===== src/rtl/memory_arbiter_pkg.sv =====
// Shared encodings for the unified-memory arbiter: FSM states and grant owners.
// Latency: n/a (types and helpers only).
// Backpressure: n/a.
package memory_arbiter_pkg;

    // Arbiter FSM: one transaction in flight, one response cycle after completion
    typedef enum logic [1:0] {
        IDLE   = 2'd0,
        BUSY_I = 2'd1,
        BUSY_D = 2'd2,
        RESP   = 2'd3
    } state_t;

    // Owner of the most recent grant, used for round-robin tie breaking
    typedef enum logic {
        GRANT_I = 1'b0,
        GRANT_D = 1'b1
    } grant_t;

    // On a tie the requester that did not win last time gets the memory
    function automatic grant_t tie_winner(input grant_t last);
        return (last == GRANT_I) ? GRANT_D : GRANT_I;
    endfunction

endpackage


===== src/rtl/memory_arbiter_bus_timeout_counter.sv =====
// Counts memory wait cycles and flags a hung access.
// Latency: expired is combinational, high in the TIMEOUT_CYCLES-th counted cycle.
// Backpressure: none; clear has priority over count_en.
module bus_timeout_counter #(
    parameter int TIMEOUT_CYCLES = 255
) (
    input  logic clk,
    input  logic reset,
    input  logic clear,
    input  logic count_en,
    output logic expired
);

    generate
        if (TIMEOUT_CYCLES == 0) begin : g_disabled
            // Timeout switched off: inputs are intentionally ignored
            logic w_unused;
            assign w_unused = &{1'b0, clk, reset, clear, count_en};
            assign expired  = 1'b0;
        end else begin : g_enabled
            localparam int CW = $clog2(TIMEOUT_CYCLES + 1);
            logic [CW-1:0] r_count;

            // Count wait cycles; the waiting state is left on expiry, so the clear
            // in the following cycle keeps the count within range
            always_ff @(posedge clk or negedge reset) begin
                if (!reset) begin
                    r_count <= '0;
                end else if (clear) begin
                    r_count <= '0;
                end else if (count_en) begin
                    r_count <= r_count + 1'b1;
                end
            end

            // Fires in the cycle that would complete TIMEOUT_CYCLES unanswered waits
            assign expired = count_en && (r_count == CW'(TIMEOUT_CYCLES - 1));
        end
    endgenerate

endmodule


===== src/rtl/memory_arbiter.sv =====
// Round-robin arbiter sharing one single-port memory between fetch and load/store.
// Latency: request sampled in cycle 0, mem_req from cycle 1, ack in cycle k gives ready in cycle k+1.
// Backpressure: requesters hold req until their ready pulse; memory stalls via a late mem_ack.
module memory_arbiter
    import memory_arbiter_pkg::*;
#(
    parameter int ADDR_WIDTH     = 32,
    parameter int DATA_WIDTH     = 32,
    parameter int TIMEOUT_CYCLES = 255
) (
    input  logic                    clk,
    input  logic                    reset,
    // fetch requester
    input  logic                    i_req,
    input  logic [ADDR_WIDTH-1:0]   i_addr,
    output logic                    i_ready,
    output logic [DATA_WIDTH-1:0]   i_rdata,
    // load/store requester
    input  logic                    d_req,
    input  logic                    d_we,
    input  logic [ADDR_WIDTH-1:0]   d_addr,
    input  logic [DATA_WIDTH-1:0]   d_wdata,
    input  logic [DATA_WIDTH/8-1:0] d_wstrb,
    output logic                    d_ready,
    output logic [DATA_WIDTH-1:0]   d_rdata,
    // shared memory
    output logic                    mem_req,
    output logic                    mem_we,
    output logic [ADDR_WIDTH-1:0]   mem_addr,
    output logic [DATA_WIDTH-1:0]   mem_wdata,
    output logic [DATA_WIDTH/8-1:0] mem_wstrb,
    input  logic                    mem_ack,
    input  logic [DATA_WIDTH-1:0]   mem_rdata,
    // error reporting
    output logic                    bus_err,
    output logic                    bus_err_sticky
);

    localparam int STRB_W = DATA_WIDTH / 8;

    state_t                  r_state;
    grant_t                  r_last_grant;
    logic                    r_i_ready;
    logic                    r_d_ready;
    logic [DATA_WIDTH-1:0]   r_i_rdata;
    logic [DATA_WIDTH-1:0]   r_d_rdata;
    logic                    r_mem_req;
    logic                    r_mem_we;
    logic [ADDR_WIDTH-1:0]   r_mem_addr;
    logic [DATA_WIDTH-1:0]   r_mem_wdata;
    logic [STRB_W-1:0]       r_mem_wstrb;
    logic                    r_bus_err;
    logic                    r_bus_err_sticky;

    logic                    w_i_req_m;
    logic                    w_d_req_m;
    logic                    w_grant_any;
    logic                    w_grant_d;
    logic                    w_busy;
    logic                    w_expired;

    // A requester whose ready is pulsing this cycle is not treated as a new request
    assign w_i_req_m   = i_req & ~r_i_ready;
    assign w_d_req_m   = d_req & ~r_d_ready;
    assign w_grant_any = w_i_req_m | w_d_req_m;
    assign w_grant_d   = w_d_req_m & (~w_i_req_m | (tie_winner(r_last_grant) == GRANT_D));
    assign w_busy      = (r_state == BUSY_I) || (r_state == BUSY_D);

    bus_timeout_counter #(
        .TIMEOUT_CYCLES (TIMEOUT_CYCLES)
    ) u_timeout (
        .clk      (clk),
        .reset    (reset),
        .clear    (~w_busy),
        .count_en (w_busy & ~mem_ack),
        .expired  (w_expired)
    );

    // Arbitration FSM with all outputs registered; ready/bus_err are single-cycle pulses
    always_ff @(posedge clk or negedge reset) begin
        if (!reset) begin
            r_state          <= IDLE;
            r_last_grant     <= GRANT_I;
            r_i_ready        <= 1'b0;
            r_d_ready        <= 1'b0;
            r_i_rdata        <= '0;
            r_d_rdata        <= '0;
            r_mem_req        <= 1'b0;
            r_mem_we         <= 1'b0;
            r_mem_addr       <= '0;
            r_mem_wdata      <= '0;
            r_mem_wstrb      <= '0;
            r_bus_err        <= 1'b0;
            r_bus_err_sticky <= 1'b0;
        end else begin
            r_i_ready <= 1'b0;
            r_d_ready <= 1'b0;
            r_bus_err <= 1'b0;
            case (r_state)
                IDLE: begin
                    if (w_grant_any) begin
                        r_mem_req    <= 1'b1;
                        r_mem_addr   <= w_grant_d ? d_addr : i_addr;
                        r_mem_we     <= w_grant_d & d_we;
                        r_mem_wdata  <= w_grant_d ? d_wdata : '0;
                        r_mem_wstrb  <= (w_grant_d && d_we) ? d_wstrb : '0;
                        r_last_grant <= w_grant_d ? GRANT_D : GRANT_I;
                        r_state      <= w_grant_d ? BUSY_D : BUSY_I;
                    end
                end
                BUSY_I, BUSY_D: begin
                    // Ack wins over a simultaneous expiry: the access did complete
                    if (mem_ack || w_expired) begin
                        r_mem_req <= 1'b0;
                        r_state   <= RESP;
                        if (!mem_ack) begin
                            r_bus_err        <= 1'b1;
                            r_bus_err_sticky <= 1'b1;
                        end
                        if (r_state == BUSY_I) begin
                            r_i_ready <= 1'b1;
                            r_i_rdata <= mem_ack ? mem_rdata : '0;
                        end else begin
                            r_d_ready <= 1'b1;
                            if (!r_mem_we) begin
                                r_d_rdata <= mem_ack ? mem_rdata : '0;
                            end
                        end
                    end
                end
                RESP: begin
                    r_state <= IDLE;
                end
                default: begin
                    r_state <= IDLE;
                end
            endcase
        end
    end

    assign i_ready        = r_i_ready;
    assign i_rdata        = r_i_rdata;
    assign d_ready        = r_d_ready;
    assign d_rdata        = r_d_rdata;
    assign mem_req        = r_mem_req;
    assign mem_we         = r_mem_we;
    assign mem_addr       = r_mem_addr;
    assign mem_wdata      = r_mem_wdata;
    assign mem_wstrb      = r_mem_wstrb;
    assign bus_err        = r_bus_err;
    assign bus_err_sticky = r_bus_err_sticky;

endmodule


===== config.mk =====
export PLATFORM = sky130hd
export DESIGN_NAME = memory_arbiter
export DESIGN_NICKNAME = d
export VERILOG_FILES = /design/src/rtl/memory_arbiter_pkg.sv /design/src/rtl/memory_arbiter_bus_timeout_counter.sv /design/src/rtl/memory_arbiter.sv
export SDC_FILE = /design/constraint.sdc
export NUM_CORES = 1
export LEC_CHECK = 0
export ABC_AREA = 1
export ABC_CLOCK_PERIOD_IN_PS = 2520
export BUFFER_PORTS_ARGS = -buffer_cell sky130_fd_sc_hd__buf_2
export CORE_AREA = 2 2 114 116
export CTS_BUF_LIST = sky130_fd_sc_hd__clkbuf_2 sky130_fd_sc_hd__clkbuf_4 sky130_fd_sc_hd__clkbuf_8
export CTS_CLUSTER_SIZE = 12
export DETAILED_ROUTE_END_ITERATION = 16
export DIE_AREA = 0 0 116 118
export PLACE_DENSITY = 0.86
export REMOVE_ABC_BUFFERS = 1
export SLEW_MARGIN = 5
export SYNTH_ARGS = -nofsm -noshare
export SYNTH_HDL_FRONTEND = slang
export SYNTH_SLANG_ARGS = --single-unit

===== constraint.sdc =====
create_clock -name clk -period 2.52 [get_ports clk]
set_input_delay 0.126 -clock clk [delete_from_list [all_inputs] [get_ports clk]]
set_output_delay 0.126 -clock clk [all_outputs]
set_load 0.1 [all_outputs]

==> impl_metrics.json <==
{
  "startpoint": "r_state[0]",
  "cts.path.max_buffers": 2,
  "synthTopCellsByCount": "268 x nand2_1, 149 x dfrtp_1, 76 x inv_1, 76 x nand3_1, 67 x a21oi_1",
  "drtAntennaViolNets": 0,
  "async_flop_share": 1.00,
  "place_inst": 1206,
  "drc": 0,
  "ys_warn_count": 0,
  "routedWlPerCell_um": 18.0,
  "r2r_slack_ns": 0.12,
  "die_area_mm2": 0.0137,
  "yosysTopAreaCellShare": 0.573,
  "max_freq_mhz": 417,
  "grtUsageMet3": 0.175,
  "crit_fanout": 42,
  "slew_viol_final": 0,
  "synth_fa_ha_area_frac": 0.00770,
  "rr_worst_depth": 7,
  "drtIter0Drc": 804,
  "via_count": 7254,
  "synth_xor_xnor_area_share": 0,
  "drv_cap": 0,
  "worst_ep_required_time_ns": 2.84,
  "min_from": "mem_rdata[31]",
  "crit_type": "reg2reg",
  "worst_slack_ns": 0.123,
  "overflow": 0,
  "fin_skew_ns": 0.0118,
  "synth-simple-area-share": 0.250,
  "yosysMostFrequentCell": "nand2_1",
  "synth.distinct_cells": 23,
  "synth_top_family_by_area": "simple AND/OR/NAND/NOR gates",
  "synth-compound-area-share": 0.0831,
  "syn_area_mm2": 0.00650,
  "numCtsBuffers": 17,
  "coreArea_mm2": 0.0124,
  "cts_tree": "done",
  "nets": 1306,
  "io_pins": 276,
  "rows": 41,
  "cts-root-buf": "clkbuf_8",
  "setup_violations": 0,
  "hold_viol": 0,
  "arrival_ns": 2.72,
  "grt_pass1_vias": 7160,
  "dpl-instance-area_mm2": 0.00799,
  "synth-main-ff-cell": "dfrtp_1",
  "use_met1": 0.436,
  "place_congestion": 0.891,
  "period_needed_ns": 2.40,
  "synth.area.top_cells": "dfrtp_1 57%, nand2_1 15%, nand3_1 5.8%",
  "grt_first_pass_wirelength_um": 38300,
  "crit_path_start_kind": "flip-flop",
  "finalInstanceArea_mm2": 0.00953,
  "place_hpwl_um": 13500,
  "met2_usage": 0.565,
  "drive_gt1_frac": 0.288,
  "antenna_found_initial": 6,
  "vias_per_cell": 5.37,
  "hold_class": "in2reg",
  "grt_setup_unrepaired": "no",
  "insertion_delay_ns": 0.45,
  "status": "completed",
  "period_share": 0.951,
  "die_w_um": 116,
  "start_util": 0.524,
  "routed_wl_um": 24300,
  "syn_area_per_cell_um2": 8.26,
  "synthMuxAreaShare": 0,
  "synth_edf_count": 0,
  "die_h_um": 118,
  "whs_path_depth": 5,
  "cp-end-kind": "flip-flop",
  "gr-usage-all-layers": 0.373,
  "clkSinkCount": 149,
  "dp_slack_ns": 0.347,
  "syn_inst": 787,
  "ctsHtreeMaxLevel": 4,
  "worstMarginPinSlew_ns": 0.697,
  "rr_startpoint": "r_state[0]",
  "areaGrowthSynthToFinish_pct": 46.5,
  "reg2reg_to": "mem_addr[23]",
  "port_buffers": 275,
  "instances_no_fill": 1351,
  "hold_slack_ns": 0.0322,
  "grt_max_degree": 73,
  "synth_top_cell_by_area": "dfrtp_1",
  "max_slew_margin": 0.534,
  "grt_busiest_layer": "met2",
  "whs_endpoint": "i_rdata[31]",
  "clkTransAtPathRegs_ns": 0.09,
  "synth_seq_area_share": 0.573,
  "dr.pass1.iters": 7,
  "ys_ff_latch": 149
}
-- sequential cells by signal, indices dropped and copies added, names as in the netlist --
name / count
bus_err: 1
bus_err_sticky: 1
d_rdata: 32
d_ready: 1
i_rdata: 32
i_ready: 1
mem_addr: 32
mem_req: 1
mem_wdata: 32
mem_we: 1
mem_wstrb: 4
r_last_grant: 1
r_state: 2
u_timeout.g_enabled.r_count: 8
-- worst max-delay path: stages, from the launching register on --
cell and delay (ns):
dfrtp_1 0.41, inv_1 0.07, ha_1 0.26, nand2_2 0.10
buf_4 0.28, a21oi_1 0.38, a21oi_1 0.13, dlygate4sd3_1 0.63
-- metrics by stage --
step	util	setup TNS [ns]
after global placement	0.644	0
after global routing	0.768	0
final	0.768	0
after detailed placement	0.644	0
after floorplan	-	-44.67
after CTS	0.767	0
-- placed cells by master (no fill, tap or decap), types with 22 or more instances in the layout --
| cell | instances |
|---|---|
| nor2_1 | 44 |
| inv_1 | 76 |
| a21oi_1 | 67 |
| dlygate4sd3_1 | 111 |
| dfrtp_1 | 149 |
| nand2_1 | 267 |
| nand3_1 | 76 |
| o21ai_1 | 30 |
| buf_2 | 274 |
| clkbuf_8 | 22 |
-- how the worst max path moves through the flow --
stage | cells after the start | slack, ns | endpoint
after floorplan | 5 | -0.67 | d_rdata[0]
after global placement | 11 | 0.47 | d_rdata[8]
after detailed placement | 11 | 0.35 | d_rdata[8]
after CTS | 7 | 0.30 | mem_addr[20]
after global routing | 7 | 0.007 | mem_addr[23]
final | 7 | 0.12 | mem_addr[23]
-- cell families (layout without fill, tap and decap cells) --
kind of cell / count (synthesis) / count (layout)
other: 0 / 2
buffers and inverters: 127 / 517
flip-flops: 149 / 149
AO/OA/AOI/OAI: 107 / 107
AND/OR/NAND/NOR: 400 / 400
adder cells (fa/ha/maj): 4 / 4
-- layer usage --
| layer | wire (um) | vias up |
|---|---|---|
| li1 | - | 3209 |
| met3 | 2770 | 142 |
| met5 | 42 | - |
| met4 | 1510 | 6 |
| met1 | 8500 | 3367 |
| met2 | 11500 | 530 |
-- final cells by class --
type	instances	area (um2)
sequential	149	3730
fill	803	2890
timing repair buffer	402	2630
multi-input combinational	511	2220
clock buffer	25	325
inverter	83	312
tap	172	215
clock inverter	7	93.8
antenna	2	5.00
-- repair_timing --
action / in CTS / in global routing
gates resized for setup: 0 / 0
hold buffers: 111 / 0
hold endpoints to repair: 154 / 0
setup buffers: 0 / 0
Power is left out: the tool's default activity adds up to more than one toggle a clock period on the data nets, which glitch-free logic cannot reach.
